`src/rtl/obi_copy_pkg.sv`:
```
// rtl/obi_copy_pkg.sv - shared FSM state type and default sizing for the OBI word-copy master
package obi_copy_pkg;

  localparam int LEN_W_DEFAULT = 12;

  typedef enum logic [2:0] {
    IDLE,
    RD_REQ,
    RD_WAIT,
    WR_REQ,
    WR_WAIT,
    DONE
  } state_t;

endpackage

```
`src/rtl/obi_copy_master.sv`:
```
// rtl/obi_copy_master.sv - OBI manager that copies len_i aligned 32-bit words from src to dst
module obi_copy_master
  import obi_copy_pkg::*;
#(
  parameter int LEN_W  = LEN_W_DEFAULT,
  parameter int ADDR_W = 32
) (
  input  logic              clk_i,
  input  logic              rst_i,
  input  logic              start_i,
  input  logic [ADDR_W-1:0] src_addr_i,
  input  logic [ADDR_W-1:0] dst_addr_i,
  input  logic [LEN_W-1:0]  len_i,
  output logic              busy_o,
  output logic              done_o,
  output logic              err_o,
  output logic [LEN_W-1:0]  count_o,
  output logic              req_o,
  input  logic              gnt_i,
  output logic [ADDR_W-1:0] addr_o,
  output logic              we_o,
  output logic [3:0]        be_o,
  output logic [31:0]       wdata_o,
  input  logic              rvalid_i,
  input  logic [31:0]       rdata_i,
  input  logic              illegal_i
);

  state_t            state;
  logic [ADDR_W-1:0] src;
  logic [ADDR_W-1:0] dst;
  logic [LEN_W-1:0]  len;
  logic              abort;
  logic [LEN_W-1:0]  cnt_next;
  logic              misaligned;

  assign cnt_next   = count_o + 1'b1;
  assign misaligned = (src_addr_i[1:0] != 2'b00) || (dst_addr_i[1:0] != 2'b00);
  assign busy_o     = (state != IDLE);
  assign done_o     = (state == DONE);

  // Byte address of word idx; wraps silently modulo 2^ADDR_W.
  function automatic logic [ADDR_W-1:0] word_addr(input logic [ADDR_W-1:0] base,
                                                  input logic [LEN_W-1:0]  idx);
    return base + (ADDR_W'(idx) << 2);
  endfunction

  always_ff @(posedge clk_i or posedge rst_i) begin
    if (rst_i) begin
      state   <= IDLE;
      req_o   <= 1'b0;
      we_o    <= 1'b0;
      be_o    <= 4'h0;
      addr_o  <= '0;
      wdata_o <= '0;
      err_o   <= 1'b0;
      count_o <= '0;
      src     <= '0;
      dst     <= '0;
      len     <= '0;
      abort   <= 1'b0;
    end else begin
      case (state)
        IDLE: begin
          if (start_i) begin
            count_o <= '0;
            abort   <= 1'b0;
            if (misaligned) begin
              err_o <= 1'b1;
              state <= DONE;
            end else if (len_i == '0) begin
              err_o <= 1'b0;
              state <= DONE;
            end else begin
              err_o  <= 1'b0;
              src    <= src_addr_i;
              dst    <= dst_addr_i;
              len    <= len_i;
              req_o  <= 1'b1;
              we_o   <= 1'b0;
              be_o   <= 4'hF;
              addr_o <= src_addr_i;
              state  <= RD_REQ;
            end
          end
        end
        RD_REQ, WR_REQ: begin
          if (gnt_i) begin
            req_o <= 1'b0;
            be_o  <= 4'h0;
            // An illegal grant still owes a response; finish it, then stop.
            if (illegal_i) begin
              err_o <= 1'b1;
              abort <= 1'b1;
            end
            state <= (state == RD_REQ) ? RD_WAIT : WR_WAIT;
          end
        end
        RD_WAIT: begin
          if (rvalid_i) begin
            if (abort) begin
              state <= DONE;
            end else begin
              wdata_o <= rdata_i;
              req_o   <= 1'b1;
              we_o    <= 1'b1;
              be_o    <= 4'hF;
              addr_o  <= word_addr(dst, count_o);
              state   <= WR_REQ;
            end
          end
        end
        WR_WAIT: begin
          if (rvalid_i) begin
            we_o <= 1'b0;
            if (abort) begin
              state <= DONE;
            end else begin
              count_o <= cnt_next;
              if (cnt_next == len) begin
                state <= DONE;
              end else begin
                req_o  <= 1'b1;
                be_o   <= 4'hF;
                addr_o <= word_addr(src, cnt_next);
                state  <= RD_REQ;
              end
            end
          end
        end
        DONE:    state <= IDLE;
        default: state <= IDLE;
      endcase
    end
  end

endmodule

```
`config.mk`:
```
export PLATFORM = sky130hd
export DESIGN_NAME = obi_copy_master
export DESIGN_NICKNAME = d
export VERILOG_FILES = /design/src/rtl/obi_copy_pkg.sv /design/src/rtl/obi_copy_master.sv
export SDC_FILE = /design/constraint.sdc
export NUM_CORES = 1
export LEC_CHECK = 0
export ABC_AREA = 1
export CORE_MARGIN = 2
export CORE_UTILIZATION = 46
export CTS_CLUSTER_SIZE = 20
export DETAILED_ROUTE_END_ITERATION = 6
export GPL_TIMING_DRIVEN = 1
export PLACE_DENSITY = 0.77
export REMOVE_ABC_BUFFERS = 1
export SKIP_LAST_GASP = 1
export SLEW_MARGIN = 20
export SYNTH_ARGS = -nofsm -noshare
export SYNTH_HDL_FRONTEND = slang
export SYNTH_SLANG_ARGS = --single-unit
```
`constraint.sdc`:
```
create_clock -name clk_i -period 12.6 [get_ports clk_i]
set_input_delay 2.52 -clock clk_i [delete_from_list [all_inputs] [get_ports clk_i]]
set_output_delay 2.52 -clock clk_i [all_outputs]
set_load 0.1 [all_outputs]
```
==> impl_metrics.csv, run 1 <==
group,metric,value,unit
route,wl_per_cell,16.5,um
power_and_ir_drop,ir_drop,0.000387,V
worst_setup_path,cp-end-kind,"primary output",
sta,max-slew-margin-rel,30.4,%
floorplanning,die-area,22800,um^2
worst_setup_path,crit_required,10.08,ns
final_layout,final_cell_mix,"416 x nand2_1, 198 x clkdlybuf4s50_1, 159 x inv_1, 159 x dfrtp_1, 145 x nand3_1",
final_layout,fin_nets,1643,
final_layout,fin_util,60.5,%
sta,clock.fmax,201,MHz
floorplanning,die_y,151,um
final_layout,drive_gt1_share,10.1,%
synth,ys_warn_count,0,
worst_setup_path,start_kind,"register",
clocking,ctsHoldBuffers,0,
final_layout,syn2layout_area_growth,28.5,%
route,vias,9631,
clocking,postCtsSetupRepairBufs,0,
synth,syn-cell-area,9960,um^2
grt,grt_pass1_vias,9377,
grt,grt_max_degree,99,
synth,ys_seq_area_share,40.0,%
sta,fin_tns_setup,0,ns
route,viasPerCell,5.39,
clocking,clock_path_buffers,2,
sta,period_minus_slack,4.97,ns
route,drtPass1Iterations,7,
placed_design,globalplace.congestion,0.921,
worst_setup_path,critical_path_class,"register to primary output",
sta,finClkSkew,0.00867,ns
clocking,cts_made_buffers,17,
power_and_ir_drop,powerDensity,259,nW/um^2
clocking,ctsResizeCount,0,
synth,syn_area_per_cell,7.61,um^2
route,drtAntennaViolNets,0,
sta,slew_violations,0,
placed_design,hpwl,22.0,mm
final_layout,insertedDiodeCount,0,
clocking,clock_sinks,159,
power_and_ir_drop,p_total,0.00331,W
synth,syn_inst,1309,
grt,gr-usage-all-layers,26.8,%
worst_setup_path,critPathArrivalTime,2.45,ns
min_path,min_path_cells,2,
synth,synth_edf_count,0,
grt,antenna_found_initial,0,
grt,grt_overflow_total,0,
floorplanning,die_w,151,um
clocking,cts_root_buf,"clkbuf_16",
route,detail_route.drc_violations,0,
route,finalWirelength,29.6,mm
clocking,clkSlewWorstSetupHoldPaths,0.07,ns
sta,fin_crit_sh,39.4,%
sta,finalHoldViolations,0,
clocking,htreeDepth,4,
outcome,outcome,"completed",
floorplanning,core.rowCount,53,
clocking,cts_tree,"done",
min_path,hp-class,"register to register",
synth,synth_cell_types,45,
floorplanning,ios,199,
final_layout,final_common_cell,"nand2_1",
worst_setup_path,cp_max_fo,4,
placed_design,io_buffers,198,
sta,setup_viol,0,
sta,rsz0062_at_grt,"false",
run,max_cap_viol_count,0,
route,drtIter0Drc,882,
power_and_ir_drop,p_leak,6.33,nW
synth,ys_ff_latch,159,
worst_setup_path,r2r_cells,15,
synth,synthFlopType,"dfrtp_1",
floorplanning,core-area,21200,um^2
sta,worst_pin_slew,1.04,ns
synth,synthArstFlopShare,100,%
grt,grt_pass1_wl,47.0,mm
clocking,clock_latency,0.44,ns
floorplanning,start_util,47.1,%
[worst max-delay path: stages, from the launching register on]
cell and delay (ns):
dfrtp_1 0.45, nor2_2 0.22, inv_2 0.09, nor2_1 0.20, inv_1 0.09, clkdlybuf4s50_1 0.98
[layout make-up]
cell class / count / area (um^2)
tap: 275 / 344
inverter: 166 / 628
multi-input combinational: 952 / 5180
sequential: 159 / 3980
timing repair buffer: 203 / 2040
clock buffer: 17 / 425
clock inverter: 15 / 198
fill: 1876 / 8360
[power by group]
| part | switching (W) | internal, W |
|---|---|---|
| Combinational | 0.00133 | 0.000503 |
| Sequential | 0.000193 | 0.000727 |
| Clock | 0.000238 | 0.000319 |
| Total | 0.00176 | 0.00155 |
[Yosys cell counts (2+ instances only)]
cell type	instances	area share, %
nand3b_1	14	1.1
nand2_2	3	0.19
buf_4	5	0.38
buf_1	2	0.075
inv_1	160	6.0
nor2_2	5	0.31
a21boi_0	2	0.15
nand3_2	2	0.20
fa_1	2	0.40
buf_2	13	0.65
clkbuf_1	8	0.30
mux2_1	3	0.34
nand3_1	145	7.3
nor2_1	72	2.7
buf_6	4	0.45
or2_2	7	0.44
nand4_1	19	1.2
nand2_4	2	0.23
nand2_1	416	16
and2_1	3	0.19
dfrtp_1	159	40
a22o_1	2	0.18
nor2_4	2	0.23
mux2_2	87	9.8
nor3_1	19	0.96
xnor2_1	5	0.44
o21ai_1	13	0.65
xor2_1	2	0.18
inv_2	5	0.19
a21oi_1	35	1.8
nor4_1	2	0.13
o21bai_1	2	0.15
and3_1	2	0.13
o22ai_1	8	0.50
o21ai_0	40	2.0
ha_1	28	3.5
o211ai_1	3	0.23
[metrics by stage]
stage	setup slack [ns]	hold WS (ns)	instances	cell area (um^2)
2_1_floorplan	5.79	0.437	1277	9770
3_3_place_gp	7.11	0.452	1754	12100
3_5_place_dp	7.03	0.454	1754	12100
4_1_cts	7.48	0.472	1786	12800
5_1_grt	7.52	0.504	1787	12800
6_report	7.63	0.469	1787	12800
[path summary, 6_finish.rpt]
| path | from | end | slack [ns] |
|---|---|---|---|
| min in group asynchronous | rst_i | wdata_o[27] | 2.64 |
| worst max register to register | count_o[0] | addr_o[15] | 9.12 |
| max in group asynchronous | rst_i | addr_o[8] | 8.63 |
| worst min-delay path | src[0] | src[0] | 0.47 |
| worst min register to register | src[0] | src[0] | 0.47 |
| worst max-delay path | state[1] | busy_o | 7.63 |
[routing by layer]
| layer | GRT usage (%) | wire [um] | up-vias |
|---|---|---|---|
| li1 | - | - | 4631 |
| met1 | 33.5 | 11900 | 4504 |
| met2 | 44.8 | 14100 | 443 |
| met3 | 8.13 | 2860 | 53 |
| met4 | 7.71 | 687 | 0 |
| met5 | 0 | 0 | - |
[cells by family after synthesis]
family / after synthesis / share of synthesized area [%]
AOI/OAI and AO/OA: 109 / 5.94
xor gates and xnor gates: 7 / 0.616
adders and majority gates: 30 / 3.92
buffers and inverters: 198 / 8.12
DFF: 159 / 40.0
muxes: 90 / 10.2
and+or+nand+nor: 716 / 31.3
[flip-flops by register name, summed over array words and instances (netlist names)]
name,count
count_o,12
dst,32
be_o,1
src,32
addr_o,32
state,3
abort,1
wdata_o,32
err_o,1
we_o,1
len,12
Note: power is estimated with default switching activity, not from simulation.
==> run 2: changes to the inputs <==
clock period = 5.1 ns   (was 12.6 ns; I/O delays follow)
==> run 2 against run 1 <==
  * Sequential cell count is the same
  * Sequential share of layout area about the same
  * Sequential power rose by 150%
  * First-iteration DRC count is 11% lower
==> impl_metrics.csv, run 2 (synthesis results as in run 1) <==
group,metric,value,unit
floorplanning,die_w,151,um
final_layout,drive_gt1_share,10.1,%
power_and_ir_drop,p_leak,6.33,nW
final_layout,insertedDiodeCount,0,
worst_setup_path,reg2reg_from,"count_o[0]",
route,drtPass1Iterations,6,
run,max_cap_viol_count,0,
final_layout,stdcell_count,1788,
sta,worst_pin_slew,1.05,ns
route,vias,9530,
floorplanning,die_y,151,um
final_layout,multi_input_area,5180,um^2
route,drtAntennaViolNets,0,
clocking,cts_made_buffers,17,
sta,max-slew-margin-rel,29.9,%
clocking,clock_sinks,159,
clocking,cts_root_buf,"clkbuf_16",
power_and_ir_drop,p_total,0.00816,W
final_layout,syn2layout_area_growth,28.5,%
final_layout,final_cell_mix,"416 x nand2_1, 198 x clkdlybuf4s50_1, 159 x inv_1, 159 x dfrtp_1, 145 x nand3_1",
clocking,clock_latency,0.44,ns
placed_design,hpwl,22.1,mm
worst_setup_path,r2r_cells,17,
clocking,cts_tree,"done",
route,drtIter0Drc,785,
route,finalWirelength,29.3,mm
clocking,postCtsSetupRepairBufs,0,
floorplanning,die-area,22800,um^2
min_path,hp-class,"register to register",
final_layout,fin_nets,1644,
worst_setup_path,cp_max_fo,6,
outcome,outcome,"completed",
worst_setup_path,critPathArrivalTime,2.42,ns
placed_design,io_buffers,198,
worst_setup_path,reg2reg_to,"addr_o[17]",
floorplanning,start_util,47.1,%
clocking,ctsHoldBuffers,0,
sta,setup_viol,0,
power_and_ir_drop,ir_drop,0.000608,V
power_and_ir_drop,powerDensity,637,nW/um^2
grt,antenna_found_initial,0,
worst_setup_path,max_stage_delay,1.20,ns
clocking,ctsResizeCount,0,
final_layout,fillCellCount,1901,
route,viasPerCell,5.33,
grt,grt_overflow_total,0,
worst_setup_path,critical_path_class,"register to primary output",
sta,finalHoldViolations,0,
sta,rsz0062_at_grt,"false",
worst_setup_path,rrSetupSlack,1.85,ns
final_layout,fin_util,60.5,%
sta,clock.fmax,291,MHz
route,detail_route.drc_violations,0,
final_layout,ff_latch_area,3980,um^2
grt,grt_max_degree,105,
grt,grt_pass1_vias,9289,
clocking,clkSlewWorstSetupHoldPaths,0.06,ns
floorplanning,ios,199,
placed_design,globalplace.congestion,0.938,
floorplanning,core-area,21200,um^2
grt,grt_pass1_wl,46.9,mm
grt,gr-usage-all-layers,26.6,%
worst_setup_path,crit_required,4.08,ns
route,wl_per_cell,16.4,um
sta,fin_crit_sh,67.5,%
clocking,clock_path_buffers,2,
final_layout,final_common_cell,"nand2_1",
sta,finClkSkew,0.0109,ns
sta,holdWs,0.477,ns
worst_setup_path,slowest_stage,"clkdlybuf4s50_1",
sta,slew_violations,0,
worst_setup_path,start_kind,"register",
min_path,hold_path.startpoint,"src[0]",
min_path,min_path_cells,2,
worst_setup_path,crit_chain,"inv_2 > nor3_1 > clkdlybuf4s50_1",
worst_setup_path,cp-end-kind,"primary output",
clocking,htreeDepth,4,
sta,period_minus_slack,3.44,ns
worst_setup_path,endpoint,"done_o",
placed_design,place_inst,1755,
worst_setup_path,crit_start,"state[2]",
floorplanning,core.rowCount,53,
[run 2: worst min path at each step]
| stage | endpoint | slack, ns |
|---|---|---|
| after floorplan | src[0] | 0.44 |
| after global placement | src[0] | 0.45 |
| after detailed placement | src[0] | 0.46 |
| after CTS | src[1] | 0.48 |
| after global routing | addr_o[5] | 0.50 |
| final | src[0] | 0.48 |
[run 2: power by group]
part           total, W  internal, W  switching [W]
Clock           0.00134     0.000779       0.000563
Combinational   0.00455      0.00125        0.00330
Sequential      0.00227      0.00180       0.000473
[run 2: layout make-up]
type / count / share of cell area, %
well taps: 275 / 2.69
inverters: 166 / 4.91
multi-input cells: 952 / 40.5
repair buffers: 204 / 16.1
flip-flops and latches: 159 / 31.1
clock buffers: 18 / 3.35
clock inverters: 14 / 1.41
[run 2: per-layer routing]
layer | vias up | wire (um) | track usage [%] | part of all wire, %
met1 | 4452 | 12300 | 33.3 | 42
li1 | 4644 | - | - | -
met2 | 392 | 13900 | 45.6 | 47
met4 | 0 | 561 | 8.04 | 1.9
met5 | - | 0 | 0 | 0
met3 | 42 | 2560 | 6.36 | 8.7
[run 2: per-stage QoR]
stage	cell area, um^2	TNS (ns)	setup slack [ns]
finish	12800	0	1.66
floorplan	9770	-33.64	-0.212
global route	12800	0	1.51
detailed placement	12200	0	1.72
global placement	12200	0	1.76
CTS	12800	0	1.64
[run 2: worst max-delay path: cells and delay by family (launching register included)]
family	cells	cell delay, ns
buffers and inverters	2	1.30
flip-flops	1	0.44
AND/OR/NAND/NOR	1	0.25
